<file path="config.mk">
export PLATFORM = sky130hd
export DESIGN_NAME = jt900h_intctl
export DESIGN_NICKNAME = d
export VERILOG_FILES = /design/src/rtl/jt900h_intctl_pkg.sv /design/src/rtl/jt900h_intprio.sv /design/src/rtl/jt900h_intctl.sv
export SDC_FILE = /design/constraint.sdc
export NUM_CORES = 1
export LEC_CHECK = 0
export ABC_AREA = 1
export CORE_ASPECT_RATIO = 0.75
export CORE_UTILIZATION = 54
export CTS_CLUSTER_DIAMETER = 60
export DETAILED_ROUTE_END_ITERATION = 10
export PLACE_DENSITY = 0.87
export SYNTH_ARGS = -nofsm -noshare
export SYNTH_HDL_FRONTEND = slang
export SYNTH_SLANG_ARGS = --single-unit
</file>
<file path="constraint.sdc">
create_clock -name clk -period 20 [get_ports clk]
set_input_delay 6 -clock clk [delete_from_list [all_inputs] [get_ports clk]]
set_output_delay 6 -clock clk [all_outputs]
set_load 0.03 [all_outputs]
</file>
<file path="src/rtl/jt900h_intctl_pkg.sv">
// jt900h_intctl_pkg: shared constants, FSM encoding and vector helper for the interrupt controller
package jt900h_intctl_pkg;
    localparam int VEC_W = 8;
    localparam int IDX_W = 4;
    localparam int LVL_W = 3;
    typedef enum logic [1:0] {ST_IDLE, ST_ACK, ST_GAP} state_t;
    // Vector of source idx: base + 4*idx, wrapping at 256
    function automatic logic [VEC_W-1:0] vec_of(input logic [VEC_W-1:0] base, input logic [IDX_W-1:0] idx);
        return base + {2'b00, idx, 2'b00};
    endfunction
endpackage

</file>
<file path="src/rtl/jt900h_intprio.sv">
// jt900h_intprio: combinational priority resolver
//   req_i      per-source request
//   prio_i     3-bit level per source, 0 disables
//   win_lvl_o  winning level (0 when nothing eligible)
//   win_idx_o  winning source, lowest index on ties
module jt900h_intprio
    import jt900h_intctl_pkg::*;
#(
    parameter int NSRC = 8
) (
    input  logic [NSRC-1:0]       req_i,
    input  logic [LVL_W*NSRC-1:0] prio_i,
    output logic [LVL_W-1:0]      win_lvl_o,
    output logic [IDX_W-1:0]      win_idx_o
);
    always_comb begin
        win_lvl_o = '0;
        win_idx_o = '0;
        // strict > keeps the earliest index on ties and rejects level 0
        for (int i = 0; i < NSRC; i++)
            if (req_i[i] && prio_i[LVL_W*i +: LVL_W] > win_lvl_o) begin
                win_lvl_o = prio_i[LVL_W*i +: LVL_W];
                win_idx_o = IDX_W'(i);
            end
    end
endmodule

</file>
<file path="src/rtl/jt900h_intctl.sv">
// jt900h_intctl: interrupt controller feeding the jt900h intrq input
//   clk, rst        clock, asynchronous active-high reset
//   cen_i           clock enable
//   irq_in_i        raw request lines
//   edge_mode_i     1 = rising-edge latched, 0 = level
//   prio_i          3-bit level per source
//   int_ack_i       CPU acknowledge strobe
//   intrq_o         highest pending level
//   vector_o        vector of acknowledged source
//   vec_ok_o        one-cycle vector valid pulse
module jt900h_intctl
    import jt900h_intctl_pkg::*;
#(
    parameter int               NSRC  = 8,
    parameter logic [VEC_W-1:0] VBASE = 8'h20,
    parameter logic [VEC_W-1:0] SPUR  = 8'hFC
) (
    input  logic                  clk,
    input  logic                  rst,
    input  logic                  cen_i,
    input  logic [NSRC-1:0]       irq_in_i,
    input  logic [NSRC-1:0]       edge_mode_i,
    input  logic [LVL_W*NSRC-1:0] prio_i,
    input  logic                  int_ack_i,
    output logic [LVL_W-1:0]      intrq_o,
    output logic [VEC_W-1:0]      vector_o,
    output logic                  vec_ok_o
);
    state_t            state_q;
    logic [NSRC-1:0]   irq_prev_q, pend_q, pend_d;
    logic [NSRC-1:0]   req, rise, clr;
    logic [LVL_W-1:0]  win_lvl;
    logic [IDX_W-1:0]  win_idx;
    logic              take;

    // A pend bit left over from edge mode still requests after a switch to level
    assign req  = pend_q | (irq_in_i & ~edge_mode_i);
    assign rise = irq_in_i & ~irq_prev_q & edge_mode_i;
    assign take = state_q == ST_IDLE && int_ack_i;
    assign clr  = take && win_lvl != '0 ? NSRC'(1) << win_idx : '0;
    // A new edge in the clearing cycle wins over the clear
    assign pend_d = (pend_q & ~clr) | rise;

    jt900h_intprio #(.NSRC(NSRC)) u_prio (
        .req_i     (req),
        .prio_i    (prio_i),
        .win_lvl_o (win_lvl),
        .win_idx_o (win_idx)
    );

    always_ff @(posedge clk or posedge rst) begin
        if (rst) begin
            state_q    <= ST_IDLE;
            irq_prev_q <= '0;
            pend_q     <= '0;
            intrq_o    <= '0;
            vector_o   <= '0;
            vec_ok_o   <= 1'b0;
        end else if (cen_i) begin
            irq_prev_q <= irq_in_i;
            pend_q     <= pend_d;
            case (state_q)
                ST_IDLE: begin
                    intrq_o  <= take ? '0 : win_lvl;
                    vec_ok_o <= take;
                    if (take) begin
                        vector_o <= win_lvl != '0 ? vec_of(VBASE, win_idx) : SPUR;
                        state_q  <= ST_ACK;
                    end
                end
                ST_ACK: begin
                    intrq_o  <= '0;
                    vec_ok_o <= 1'b0;
                    state_q  <= ST_GAP;
                end
                default: begin
                    intrq_o  <= '0;
                    vec_ok_o <= 1'b0;
                    state_q  <= ST_IDLE;
                end
            endcase
        end
    end
endmodule

</file>
==> key figures, run 1 <==
Outcome
  • Status: finished clean

Floorplanning
  • Die width: 76.3 um
  • Die Ht: 57.7 um
  • IO Pins: 56
  • Num rows: 19
  • Core area: 3800 um2
  • Initial Utilization: 0.587
  • Die area: 4400 um2

Synth
  • Avg Synthesized Cell Area: 7.14 um2
  • Mapped Area: 2230 um2
  • Register area share after synthesis: 0.303
  • FF+latch count, synth: 27
  • Post-Synthesis Cells: 313
  • Post-synthesis cell type count: 34
  • Yosys Warn Count: 0

Clock network
  • CTS Buf Count: 3
  • Root Driver: clkbuf_8
  • Cts hold-fix bufs: 0
  • H-tree Lvls: 1
  • Worst skew pair latency: 0.27 ns
  • Post-CTS Setup Bufs: 0
  • Resized Gates After CTS: 0
  • CTS tree: built
  • Clock Sinks: 27
  • CTS clk-pin slew, worst paths: 0.09 ns
  • Clk buf depth: 2

Place
  • Buffers added on ports: 53
  • HPWL Detailed: 4010 um
  • Final GP Congestion: 0.891

Critical path
  • Most frequent CP cell: nand2_1
  • Crit path DAT: 15.46 ns
  • Required time of the critical path: 20.21 ns
  • CP max-delay cell: o21ai_0
  • Crit-path max cell delay: 0.55 ns
  • Max FO, Critical Path: 8
  • CP startpoint kind: primary input
  • WS Path Type: primary input to flip-flop
  • Critical Path Sink Type: flip-flop
  • Reg2reg setup slack: 10.62 ns

GRT
  • GR Layer Usage met3: 0.0220
  • Met1 usage: 0.362
  • Total gr overflow: 0
  • Initial antenna violation count: 0
  • Largest net degree at the start of global routing: 28
  • M2 GR Usage: 0.395
  • GR peak layer: met2
  • First-pass GRT wire length: 8650 um
  • Vias in the first global route: 1932
  • Tot GR Track Use: 0.246

Timing
  • Unrepaired setup endpoints after global routing: false
  • Fin. max-slew vios: 0
  • Final Skew: 0.00818 ns
  • Max Fclk: 65.6 MHz
  • Setup TNS: 0 ns
  • Minimum clock period: 15.25 ns
  • Final period utilization: 0.763
  • Setup Viol. Count Final: 0
  • Hold WS: 0.487 ns
  • Final hold viol count: 0
  • Least-Margin Pin Slew: 0.982 ns
  • Slew headroom: 0.345

Drt
  • Routed len/inst: 11.8 um
  • Vias per Instance: 4.97
  • Remaining DRCs: 0
  • Remaining antenna violation count: 0
  • Initial drt markers: 169
  • Routed WL: 4930 um
  • Routed via count: 2079
  • Drt first pass iters: 4

Job
  • Max cap viols: 0

Final layout
  • Synthesis-to-finish area growth: 27.7%
  • Layout cells sized above 1: 0.150
  • NumNets Final: 423
  • Ant diodes: 0

Min path
  • Hold crit path type: flip-flop to flip-flop

Pwr
  • Lkg Pwr: 1.51 nW
  • Power Density: 154 nW/um2
  • Maximum VDD drop: 0.162 mV
-- through the flow --
| step | area (um2) | util | total power [mW] | setup WS (ns) | instances |
|---|---|---|---|---|---|
| 5_1_grt | 2850 | 0.750 | 0.489 | 3.70 | 418 |
| 4_1_cts | 2850 | 0.750 | 0.439 | 4.80 | 418 |
| 6_report | 2850 | 0.750 | 0.441 | 4.75 | 418 |
| 3_5_place_dp | 2810 | 0.738 | 0.407 | 4.56 | 414 |
| 2_1_floorplan | 2240 | - | 0.337 | 6.07 | 314 |
| 3_3_place_gp | 2810 | 0.738 | 0.396 | 4.91 | 414 |
-- state kept, by name, indices dropped and copies added, names as in the netlist --
name        count
vector_o        5
pend_q          8
vec_ok_o        1
irq_prev_q      8
state_q         2
intrq_o         3
-- power breakdown --
part / switching, mW / internal (mW)
clock network: 0.0169 / 0.0140
registers: 0.00941 / 0.0712
logic: 0.211 / 0.118
total: 0.238 / 0.203
-- layout by cell type (no fill, tap or decap), types with 2 or more instances in the layout --
cell type and n:
o22ai_1 2, or2_2 5, nor2_2 2, nand4_1 8
a21oi_1 11, nor2_1 15, nand2_2 12, nand3_2 11
nor3_1 4, clkbuf_8 3, clkdlybuf4s50_1 53, and2_1 2
inv_2 4, inv_1 56, nand3_1 21, dfrtp_1 27
nand2_1 70, o21ai_0 20, nand2_4 9, conb_1 2
ha_1 12, o211ai_1 2, a21oi_2 3
-- final cells by class --
type,count,area [um2]
Inverter,61,231
Clock buffer,3,41.3
Fill cell,315,951
Multi-Input combinational cell,220,1300
Clock inverter,1,5.00
Tap cell,52,65.1
Timing Repair Buffer,54,538
Sequential cell,27,676
-- Yosys cell counts, drive strengths merged --
master	instances	area [um2]
a211oi	1	7.51
a21oi	15	97.6
and2	2	12.5
buf	4	26.3
clkbuf	2	7.51
conb	1	3.75
dfrtp	27	676
ha	12	150
inv	61	231
nand2	91	439
nand3	33	233
nand3b	1	7.51
nand4	9	62.6
nor2	17	68.8
nor3	4	20.0
o211ai	2	15.0
o21a	1	7.51
o21ai	20	100
o21bai	1	7.51
o22ai	2	12.5
o31ai	1	7.51
or2	5	31.3
xor2	1	8.76
-- kinds of logic (layout without fill, tap and decap cells) --
| logic type | after synthesis | count (layout) | synth area share |
|---|---|---|---|
| fa+ha+maj | 12 | 12 | 0.0672 |
| other cells | 1 | 2 | 0.00168 |
| buf+inv | 67 | 119 | 0.119 |
| simple gates | 162 | 162 | 0.392 |
| flops | 27 | 27 | 0.303 |
| compound gates | 43 | 43 | 0.114 |
| xor+xnor | 1 | 1 | 0.00392 |
-- per-layer routing --
metal,routed length (um),share of wire,up-vias
met5,0,0,-
met4,44,0.0089,0
met3,192,0.039,5
met2,2120,0.43,51
met1,2580,0.52,921
li1,-,-,1102
-- worst paths after layout --
path	cells after the start	start	end
setup / recovery	59	irq_in_i[0]	pend_q[2]
hold / removal	1	vector_o[5]	vector_o[5]
setup reg to reg	58	pend_q[0]	pend_q[2]
hold reg to reg	1	vector_o[5]	vector_o[5]
max in group asynchronous	2	rst	pend_q[2]
min in group asynchronous	2	rst	vector_o[4]
-- worst max-delay path: cells and delay by family --
family                     cells  cell delay [ns]
AOI/OAI and AO/OA             13             2.58
and+or+nand+nor               31             3.64
adders and majority gates      7             2.03
buffers and inverters          8             1.21
(Power assumes the default switching activity.)
==> run 2, diff against run 1 <==
--- a/config.mk
+++ b/config.mk
@@ -7,10 +7,10 @@
 export LEC_CHECK = 0
 export ABC_AREA = 1
 export CORE_ASPECT_RATIO = 0.75
-export CORE_UTILIZATION = 54
+export CORE_UTILIZATION = 50
 export CTS_CLUSTER_DIAMETER = 60
 export DETAILED_ROUTE_END_ITERATION = 10
-export PLACE_DENSITY = 0.87
+export PLACE_DENSITY = 0.81
 export SYNTH_ARGS = -nofsm -noshare
 export SYNTH_HDL_FRONTEND = slang
 export SYNTH_SLANG_ARGS = --single-unit
==> constraint.sdc (replaced) <==
create_clock -name clk -period 14.5 [get_ports clk]
set_input_delay 4.35 -clock clk [delete_from_list [all_inputs] [get_ports clk]]
set_output_delay 4.35 -clock clk [all_outputs]
set_load 0.03 [all_outputs]
==> run 2 against run 1 <==
Clock skew down 0.0043 ns. Total power up 38%. Setup slack worse by 3.9 ns. Core utilization down 6.4 points. Largest power group unchanged. Sequential share of layout area about the same. Critical path depth unchanged. Non-clock buffer count down 1. Combinational power up 38%. Die area up 7.8%. Hold slack worse by 0.0031 ns. Clock power up 41%.
==> key figures, run 2 (same netlist as run 1, synthesis figures left out) <==
Outcome
  • Status: finished clean

Final layout
  • Biggest regs: irq_prev_q: 8 flops, pend_q: 8 flops, vector_o: 5 flops
  • Commonest cells after routing, fill and taps aside: 70 x nand2_1, 56 x inv_1, 53 x clkdlybuf4s50_1
  • Most common cell after layout, fill and taps aside: nand2_1
  • Layout cells sized above 1: 0.148
  • # fillers: 386
  • Synthesis-to-finish area growth: 27.7%
  • Fin cells: 420
  • NumNets Final: 422
  • Ant diodes: 0

Job
  • Max cap viols: 0

Place
  • Buffers added on ports: 53
  • DP Worst Slack: 0.708 ns
  • Final GP Congestion: 0.814
  • HPWL Detailed: 4100 um
  • Placed Cells: 416

Critical path
  • Critical Path Sink Type: flip-flop
  • Buf/Inv on CP: 8
  • Max FO, Critical Path: 8
  • CP startpoint kind: primary input
  • CP top delay family: simple AND/OR/NAND/NOR gates
  • CP max-delay cell: o21ai_0
  • Crit. path cell count: 59
  • WS Path Type: primary input to flip-flop
  • Crit-path max cell delay: 0.54 ns
  • Most frequent CP cell: nand2_1
  • Crit path DAT: 13.83 ns
  • Required time of the critical path: 14.71 ns
  • R2R cell count: 58

Clock network
  • Clock Sinks: 27
  • H-tree Lvls: 1
  • CTS tree: built
  • Worst skew pair latency: 0.27 ns
  • Cts hold-fix bufs: 0
  • Resized Gates After CTS: 0
  • CTS clk-pin slew, worst paths: 0.10 ns
  • CTS Buf Count: 3
  • Root Driver: clkbuf_8
  • Clk buf depth: 2
  • Post-CTS Setup Bufs: 0

Pwr
  • Clock Power Share: 0.072
  • Maximum VDD drop: 0.161 mV
  • Sequential share of power: 0.181
  • Cell Int Power: 280 uW
  • Lkg Pwr: 1.50 nW
  • Comb power frac: 0.747
  • Psw: 327 uW
  • Power Density: 213 nW/um2
  • Final Power: 608 uW
  • Switch share: 0.539

GRT
  • Initial antenna violation count: 0
  • First-pass GRT wire length: 8620 um
  • Total gr overflow: 0
  • Tot GR Track Use: 0.234
  • Vias in the first global route: 2021
  • Largest net degree at the start of global routing: 28

Timing
  • Final period utilization: 0.939
  • Minimum clock period: 13.62 ns
  • PnR worst setup slack: 0.885 ns
  • Slew headroom: 0.326
  • Least-Margin Pin Slew: 1.01 ns
  • Fin. max-slew vios: 0
  • Max Fclk: 73.4 MHz
  • Setup Viol. Count Final: 0
  • Setup TNS: 0 ns
  • Unrepaired setup endpoints after global routing: false
  • Final hold viol count: 0
  • Final Skew: 0.00387 ns

Floorplanning
  • Num rows: 20
  • Initial Utilization: 0.538
  • Die width: 79.2 um
  • IO Pins: 56
  • Die Ht: 59.9 um
  • Die area: 4740 um2
  • Core area: 4150 um2

Min path
  • Hold crit path type: flip-flop to flip-flop
  • Hold Path Depth: 2

Drt
  • Remaining antenna violation count: 0
  • Remaining DRCs: 0
  • Routed via count: 2110
  • Initial drt markers: 136
  • Vias per Instance: 5.02
  • Drt first pass iters: 4
  • Routed len/inst: 11.8 um
  • Routed WL: 4970 um
## run 2: cell count changes in the layout (fill, tap and decap cells not counted)
| cell | previous run | this run |
|---|---|---|
| clkinv_2 | 1 | 0 |
| clkinvlp_4 | 0 | 1 |
| buf_4 | 1 | 0 |
## run 2: area by class of cell
| type | count | area, um2 | share of cell area |
|---|---|---|---|
| Inverter | 61 | 231 | 0.0812 |
| Clock buffer | 3 | 41.3 | 0.0145 |
| Sequential cell | 27 | 676 | 0.237 |
| Tap cell | 55 | 68.8 | 0.0241 |
| Timing Repair Buffer | 53 | 531 | 0.186 |
| Multi-Input combinational cell | 220 | 1300 | 0.455 |
| Clock inverter | 1 | 7.51 | 0.00263 |
## run 2: worst min-delay path, cell delays in order, from the launching register on
cell,delay [ns]
dfrtp_1,0.36
nand2_1,0.05
nand2_1,0.05
## run 2: worst paths after layout
check                                 start     endpoint  slack [ns]
worst max-delay path            irq_in_i[0]    pend_q[0]        0.88
worst min-delay path              pend_q[5]    pend_q[5]        0.48
worst max register to register    pend_q[0]    pend_q[0]        5.14
worst min register to register    pend_q[5]    pend_q[5]        0.48
max in group asynchronous               rst    pend_q[7]        9.28
min in group asynchronous               rst  vector_o[4]        4.61
## run 2: power by group through the flow
stage / sequential (mW) / combinational [mW] / clock, mW
4_1_cts: 0.110 / 0.456 / 0.0440
6_report: 0.110 / 0.454 / 0.0437
3_3_place_gp: 0.111 / 0.435 / 0
5_1_grt: 0.113 / 0.507 / 0.0479
2_1_floorplan: 0.127 / 0.338 / 0
3_5_place_dp: 0.111 / 0.451 / 0
## run 2: through the flow
step | util | instance area, um2 | hold WS [ns]
2_1_floorplan | - | 2240 | 0.436
3_3_place_gp | 0.675 | 2800 | 0.453
3_5_place_dp | 0.675 | 2800 | 0.467
4_1_cts | 0.686 | 2850 | 0.488
5_1_grt | 0.686 | 2850 | 0.517
6_report | 0.686 | 2850 | 0.484
## run 2: layer usage
layer | vias up | GRT usage | part of all wire
li1 | 1098 | - | -
met1 | 957 | 0.320 | 0.50
met2 | 51 | 0.408 | 0.45
met3 | 4 | 0.0305 | 0.042
met4 | 0 | 0.0364 | 0.0076
met5 | - | 0 | 0
==> run 3, diff against run 2 <==
--- a/config.mk
+++ b/config.mk
@@ -10,6 +10,7 @@
 export CORE_UTILIZATION = 50
 export CTS_CLUSTER_DIAMETER = 60
 export DETAILED_ROUTE_END_ITERATION = 10
+export GPL_ROUTABILITY_DRIVEN = 0
 export PLACE_DENSITY = 0.81
 export SYNTH_ARGS = -nofsm -noshare
 export SYNTH_HDL_FRONTEND = slang
==> results of run 3 <==
The final DEF is identical to that of run 2; final timing and power are the same.
